==> config.mk <==
export PLATFORM = sky130hd
export DESIGN_NAME = regfile_mp
export DESIGN_NICKNAME = d
export VERILOG_FILES = /design/src/rtl/regfile_pkg.sv /design/src/rtl/regfile_scoreboard.sv /design/src/rtl/regfile_mp.sv
export SDC_FILE = /design/constraint.sdc
export NUM_CORES = 2
export LEC_CHECK = 0
export CORE_AREA = 8 8 274 475
export DETAILED_ROUTE_END_ITERATION = 7
export DIE_AREA = 0 0 282 483
export HOLD_SLACK_MARGIN = 0.02
export PLACE_DENSITY = 0.72
export SETUP_SLACK_MARGIN = 0.02
export SYNTH_ARGS = -nofsm -noshare
export SYNTH_HDL_FRONTEND = slang
export SYNTH_HIERARCHICAL = 1
export SYNTH_SLANG_ARGS = --single-unit
==> constraint.sdc <==
create_clock -name clk_i -period 40.7 [get_ports clk_i]
set_input_delay 4.07 -clock clk_i [delete_from_list [all_inputs] [get_ports clk_i]]
set_output_delay 4.07 -clock clk_i [all_outputs]
set_load 0.01 [all_outputs]
==> src/rtl/regfile_pkg.sv <==
// Shared types and helpers for the multi-port register file.
package regfile_pkg;

  localparam int XLEN_DEF  = 32;
  localparam int NREGS_DEF = 32;
  localparam int AW_DEF    = $clog2(NREGS_DEF);

  typedef logic [AW_DEF-1:0]   addr_t;
  typedef logic [XLEN_DEF-1:0] data_t;

  // The match helper works on padded vectors so one function serves every port count.
  localparam int MAX_WR = 16;
  localparam int MAX_AW = 16;

  typedef struct packed {
    logic       hit;
    logic [3:0] port;
  } wr_match_t;

  function automatic wr_match_t find_wr_match(
    input logic [MAX_WR-1:0]             en,
    input logic [MAX_WR-1:0][MAX_AW-1:0] addr,
    input logic [MAX_AW-1:0]             a
  );
    wr_match_t m;
    m = '0;
    for (int i = 0; i < MAX_WR; i++) begin
      if (en[i] && (addr[i] == a)) begin
        m.hit  = 1'b1;
        m.port = 4'(i);
      end
    end
    return m;
  endfunction

endpackage

==> src/rtl/regfile_scoreboard.sv <==
// Per-register busy bits for in-flight producers, plus a registered busy count.
module regfile_scoreboard
  import regfile_pkg::*;
#(
  parameter int  NREGS    = NREGS_DEF,
  parameter int  NWR      = 2,
  parameter bit  ZERO_REG = 1'b1,
  localparam int AW       = $clog2(NREGS)
) (
  input  logic                   clk_i,
  input  logic                   rst_i,
  input  logic [NWR-1:0]         wr_en_i,
  input  logic [NWR-1:0][AW-1:0] wr_addr_i,
  input  logic                   sb_set_i,
  input  logic [AW-1:0]          sb_set_addr_i,
  output logic [NREGS-1:0]       busy_o,
  output logic [AW:0]            busy_cnt_o
);

  logic [NREGS-1:0] busy_next;
  logic [AW:0]      cnt_next;

  // Writes retire producers; a set in the same cycle is a newer producer and wins.
  always_comb begin
    busy_next = busy_o;
    for (int k = 0; k < NWR; k++) begin
      if (wr_en_i[k]) busy_next[wr_addr_i[k]] = 1'b0;
    end
    if (sb_set_i) busy_next[sb_set_addr_i] = 1'b1;
    if (ZERO_REG) busy_next[0] = 1'b0;
    cnt_next = '0;
    for (int i = 0; i < NREGS; i++) begin
      cnt_next = cnt_next + (AW+1)'(busy_next[i]);
    end
  end

  always_ff @(posedge clk_i or posedge rst_i) begin
    if (rst_i) begin
      busy_o     <= '0;
      busy_cnt_o <= '0;
    end else begin
      busy_o     <= busy_next;
      busy_cnt_o <= cnt_next;
    end
  end

endmodule

==> src/rtl/regfile_mp.sv <==
// Multi-port register file with write priority, write-to-read bypass and busy scoreboard.
module regfile_mp
  import regfile_pkg::*;
#(
  parameter int  XLEN     = XLEN_DEF,
  parameter int  NREGS    = NREGS_DEF,
  parameter int  NRD      = 2,
  parameter int  NWR      = 2,
  parameter bit  ZERO_REG = 1'b1,
  parameter bit  BYPASS   = 1'b1,
  localparam int AW       = $clog2(NREGS)
) (
  input  logic                     clk_i,
  input  logic                     rst_i,
  input  logic [NRD-1:0][AW-1:0]   rd_addr_i,
  output logic [NRD-1:0][XLEN-1:0] rd_data_o,
  output logic [NRD-1:0]           rd_busy_o,
  input  logic [NWR-1:0]           wr_en_i,
  input  logic [NWR-1:0][AW-1:0]   wr_addr_i,
  input  logic [NWR-1:0][XLEN-1:0] wr_data_i,
  input  logic                     sb_set_i,
  input  logic [AW-1:0]            sb_set_addr_i,
  output logic [AW:0]              busy_cnt_o
);

  logic [NREGS-1:0][XLEN-1:0]      regs;
  logic [NREGS-1:0]                busy_vec;
  logic [MAX_WR-1:0]               en_pad;
  logic [MAX_WR-1:0][MAX_AW-1:0]   addr_pad;

  regfile_scoreboard #(
    .NREGS    (NREGS),
    .NWR      (NWR),
    .ZERO_REG (ZERO_REG)
  ) u_scoreboard (
    .clk_i         (clk_i),
    .rst_i         (rst_i),
    .wr_en_i       (wr_en_i),
    .wr_addr_i     (wr_addr_i),
    .sb_set_i      (sb_set_i),
    .sb_set_addr_i (sb_set_addr_i),
    .busy_o        (busy_vec),
    .busy_cnt_o    (busy_cnt_o)
  );

  // Later ports are assigned last, so the highest-index port wins on a collision.
  always_ff @(posedge clk_i or posedge rst_i) begin
    if (rst_i) begin
      regs <= '0;
    end else begin
      for (int k = 0; k < NWR; k++) begin
        if (wr_en_i[k] && !(ZERO_REG && (wr_addr_i[k] == '0))) begin
          regs[wr_addr_i[k]] <= wr_data_i[k];
        end
      end
    end
  end

  always_comb begin
    en_pad   = '0;
    addr_pad = '0;
    for (int k = 0; k < NWR; k++) begin
      en_pad[k]   = wr_en_i[k];
      addr_pad[k] = MAX_AW'(wr_addr_i[k]);
    end
  end

  // A same-cycle write forwards its data and retires the busy bit, unless a new producer is issued.
  always_comb begin
    wr_match_t m;
    rd_data_o = '0;
    rd_busy_o = '0;
    for (int p = 0; p < NRD; p++) begin
      m = find_wr_match(en_pad, addr_pad, MAX_AW'(rd_addr_i[p]));
      if (!rst_i && !(ZERO_REG && (rd_addr_i[p] == '0))) begin
        rd_data_o[p] = regs[rd_addr_i[p]];
        rd_busy_o[p] = busy_vec[rd_addr_i[p]];
        if (BYPASS && m.hit) begin
          for (int k = 0; k < NWR; k++) begin
            if (m.port == 4'(k)) rd_data_o[p] = wr_data_i[k];
          end
          if (!(sb_set_i && (sb_set_addr_i == rd_addr_i[p]))) rd_busy_o[p] = 1'b0;
        end
      end
    end
  end

endmodule

==> metrics.yaml <==
failed_checks: "design-rule violations"
synth_cell_types: 60
skew_ps: 21.3
min_period_ps: 13370
synth_nets: 6594
track_usage: 0.391
cts_root_buf: "clkbuf_16"
yosysSeqAreaShare: 0.393
arrival_ps: 9300
start_util: 0.547
r2r_start: "u_scoreboard/busy_o[1]"
cts_max_level: 3
synthesis.area_mm2: 0.0675
ys_ff_latch: 1061
rr_worst_depth: 21
fin_setup_tns_ps: 0
hold_viol: 0
core_mm2: 0.123
ir_worst_vdd_mv: 0.138
grt_pass1_vias: 57846
min_to: "regs[21]"
hpwlAfterDp_mm: 145
wl_mm: 270
cts_tree: "built"
drc_errors: 37
globalRouteOverflowTotal: 0
ios: 166
synth_edf_count: 0
whs_path_depth: 0
drt_iter0_drc: 9132
antenna_found_initial: 11
grt_max_degree: 183
clkTransAtPathRegs_ps: 60
fp.dieW_um: 282
period_share: 0.329
dp.cells: 7629
slew_headroom: 0.0291
avgSynthCellArea_um2: 10.4
layout-drive-gt1-share: 0.173
hold_start: "regs[21]"
grt_pass1_wl_mm: 392
drv_slew: 0
setup_viol: 0
viasPerCell: 7.45
syn_inst: 6463
die_area_mm2: 0.136
cts_hold_buf: 0
cts_buffers: 103
tightest_slew_ps: 1450
yosys_warnings: 6
cp.required_ps: 36630
fmax_ghz: 0.0748
io_buffers: 165
gp_congestion: 0.958
min_path_type: "flop to flop"
p_leak_nw: 30.6
critPathCaptureType: "output pin"
cts_resized: 0
cts_setup_buffers: 0
r2r_end: "u_scoreboard/busy_cnt_o[4]"
wl_per_cell_um: 34.5
synth_ff_type: "dfrtp_1"
critPathLaunchType: "primary input"
area_delta_synth_final_pct: 9.20
num_rows: 171
crit_type: "primary input to output pin"
drtPass1Iterations: 8
async_reset_ff_frac: 1.00
drv_cap: 0
die_y_um: 483
clock_sinks: 1061
power.density_mw_per_mm2: 52.2
status: "finished, violations left"
fin_nets: 6222
clockBufferDepth: 3
layout.cells.non_filler: 7830
insertion_delay_ps: 770
rrSetupSlack_ps: 34740
path_max_fanout: 99
ant_nets: 0
vias: 58363
rsz0062_at_grt: "no"
-- cells in the mapped netlist, types with 3 or more instances --
| library cell | number | share of area |
|---|---|---|
| nor3b_2 | 4 | 0.00074 |
| xnor2_1 | 11 | 0.0014 |
| nor4b_1 | 33 | 0.0043 |
| a32oi_1 | 207 | 0.027 |
| nor4_1 | 38 | 0.0035 |
| and2_1 | 4 | 0.00037 |
| mux2i_1 | 713 | 0.11 |
| nor2b_1 | 9 | 0.00083 |
| a32o_1 | 16 | 0.0024 |
| o21ai_1 | 8 | 0.00059 |
| ha_1 | 13 | 0.0024 |
| buf_4 | 5 | 0.00056 |
| or3_1 | 3 | 0.00028 |
| clkbuf_1 | 655 | 0.036 |
| nor2_1 | 508 | 0.028 |
| nor3_1 | 42 | 0.0031 |
| a21oi_1 | 484 | 0.036 |
| nand4_1 | 4 | 0.00037 |
| a22o_1 | 16 | 0.0021 |
| fa_1 | 24 | 0.0071 |
| inv_1 | 97 | 0.0054 |
| nand2_1 | 741 | 0.041 |
| a2111oi_0 | 32 | 0.0042 |
| o32ai_1 | 31 | 0.0040 |
| buf_6 | 4 | 0.00067 |
| nand2b_1 | 9 | 0.00083 |
| and2b_4 | 3 | 0.00044 |
| and3_1 | 5 | 0.00046 |
| buf_2 | 110 | 0.0082 |
| mux2_2 | 3 | 0.00050 |
| o21ai_0 | 699 | 0.052 |
| and3b_1 | 4 | 0.00052 |
| nand3_1 | 13 | 0.00096 |
| xor2_1 | 21 | 0.0027 |
| mux4_2 | 592 | 0.20 |
| a22oi_1 | 139 | 0.015 |
| buf_1 | 64 | 0.0036 |
| nand3b_1 | 6 | 0.00067 |
| dfrtp_1 | 1061 | 0.39 |
| nor2b_4 | 4 | 0.00082 |
-- layer usage --
layer,up-vias,global-route usage,routed length [µm]
li1,23083,-,-
met1,28295,0.464,87500
met2,5364,0.556,115000
met3,1613,0.157,40000
met4,8,0.319,27200
met5,-,0.00361,109
-- how the worst max path moves through the flow --
| stage | cells past startpoint | slack, ps | endpoint | from |
|---|---|---|---|---|
| floorplan | 1 | 7790 | regs[0] | rst_i |
| CTS | 10 | 27570 | rd_data_o[36] | rd_addr_i[6] |
| global placement | 9 | 27620 | rd_data_o[21] | rd_addr_i[0] |
| global route | 10 | 27350 | rd_data_o[36] | rd_addr_i[6] |
| detailed placement | 10 | 27620 | rd_data_o[36] | rd_addr_i[6] |
| finish | 10 | 27330 | rd_data_o[36] | rd_addr_i[6] |
-- cell type report --
| class | count | area (µm²) |
|---|---|---|
| inverters | 97 | 372 |
| multi-input cells | 4467 | 37800 |
| diodes | 11 | 27.5 |
| clock inverters | 44 | 746 |
| flip-flops and latches | 1061 | 26600 |
| repair buffers | 361 | 3200 |
| clock buffers | 146 | 2960 |
| fillers | 10021 | 49800 |
| well taps | 1643 | 2060 |
-- flip-flops by register name, summed over array words and instances, names as in the netlist --
register                 count
regs                      1024
u_scoreboard/busy_o         31
u_scoreboard/busy_cnt_o      6
-- kinds of logic (layout without fill, tap and decap cells) --
kind of cell	after synthesis	after routing	share of synthesized area
AOI/OAI and AO/OA	1644	1644	0.145
xor gates and xnor gates	32	32	0.00415
adders and majority gates	37	37	0.00953
buffers and inverters	935	648	0.0548
DFF	1061	1061	0.393
muxes	1308	1308	0.304
other	1	12	0.0000556
and+or+nand+nor	1445	1445	0.0896
-- layout by cell type (no fill, tap or decap), types with 18 or more instances in the layout --
cell / Yosys / routed
a2111oi_0: 32 / 27
a21oi_1: 484 / 483
a22oi_1: 139 / 139
a32oi_1: 207 / 207
buf_4: 5 / 193
bufinv_16: 0 / 18
clkbuf_1: 655 / 24
clkbuf_16: 0 / 106
clkdlybuf4s50_1: 0 / 157
dfrtp_1: 1061 / 1061
fa_1: 24 / 24
inv_1: 97 / 95
mux2i_1: 713 / 713
mux4_2: 592 / 592
nand2_1: 741 / 721
nor2_1: 508 / 475
nor2_4: 0 / 33
nor3_1: 42 / 39
nor4_1: 38 / 38
nor4b_1: 33 / 32
o21ai_0: 699 / 699
o32ai_1: 31 / 31
xor2_1: 21 / 21
-- power by group --
part	switching (mW)	internal [mW]
Sequential	0.218	1.33
Combinational	0.587	0.630
Clock	0.457	0.624
-- worst max-delay path, stage by stage --
cell and delay, ps:
buf_8 530, buf_4 710, buf_12 560, buf_4 880
mux4_2 360, a22oi_1 90, a21oi_1 220, nor3_1 100
o32ai_1 810, clkdlybuf4s50_1 700
-- through the flow --
| step | power (mW) | setup slack (ps) | hold WS [ps] | utilization | cell area, µm² |
|---|---|---|---|---|---|
| after CTS | 3.82 | 27570 | 397 | 0.597 | 73700 |
| after global placement | 2.67 | 27620 | 376 | 0.567 | 70000 |
| after floorplan | 2.40 | 7790 | 441 | - | 67500 |
| final | 3.84 | 27330 | 394 | 0.597 | 73700 |
| after detailed placement | 2.75 | 27620 | 383 | 0.567 | 70000 |
| after global routing | 4.02 | 27350 | 404 | 0.597 | 73700 |
Power figures use the tool's default switching activity.
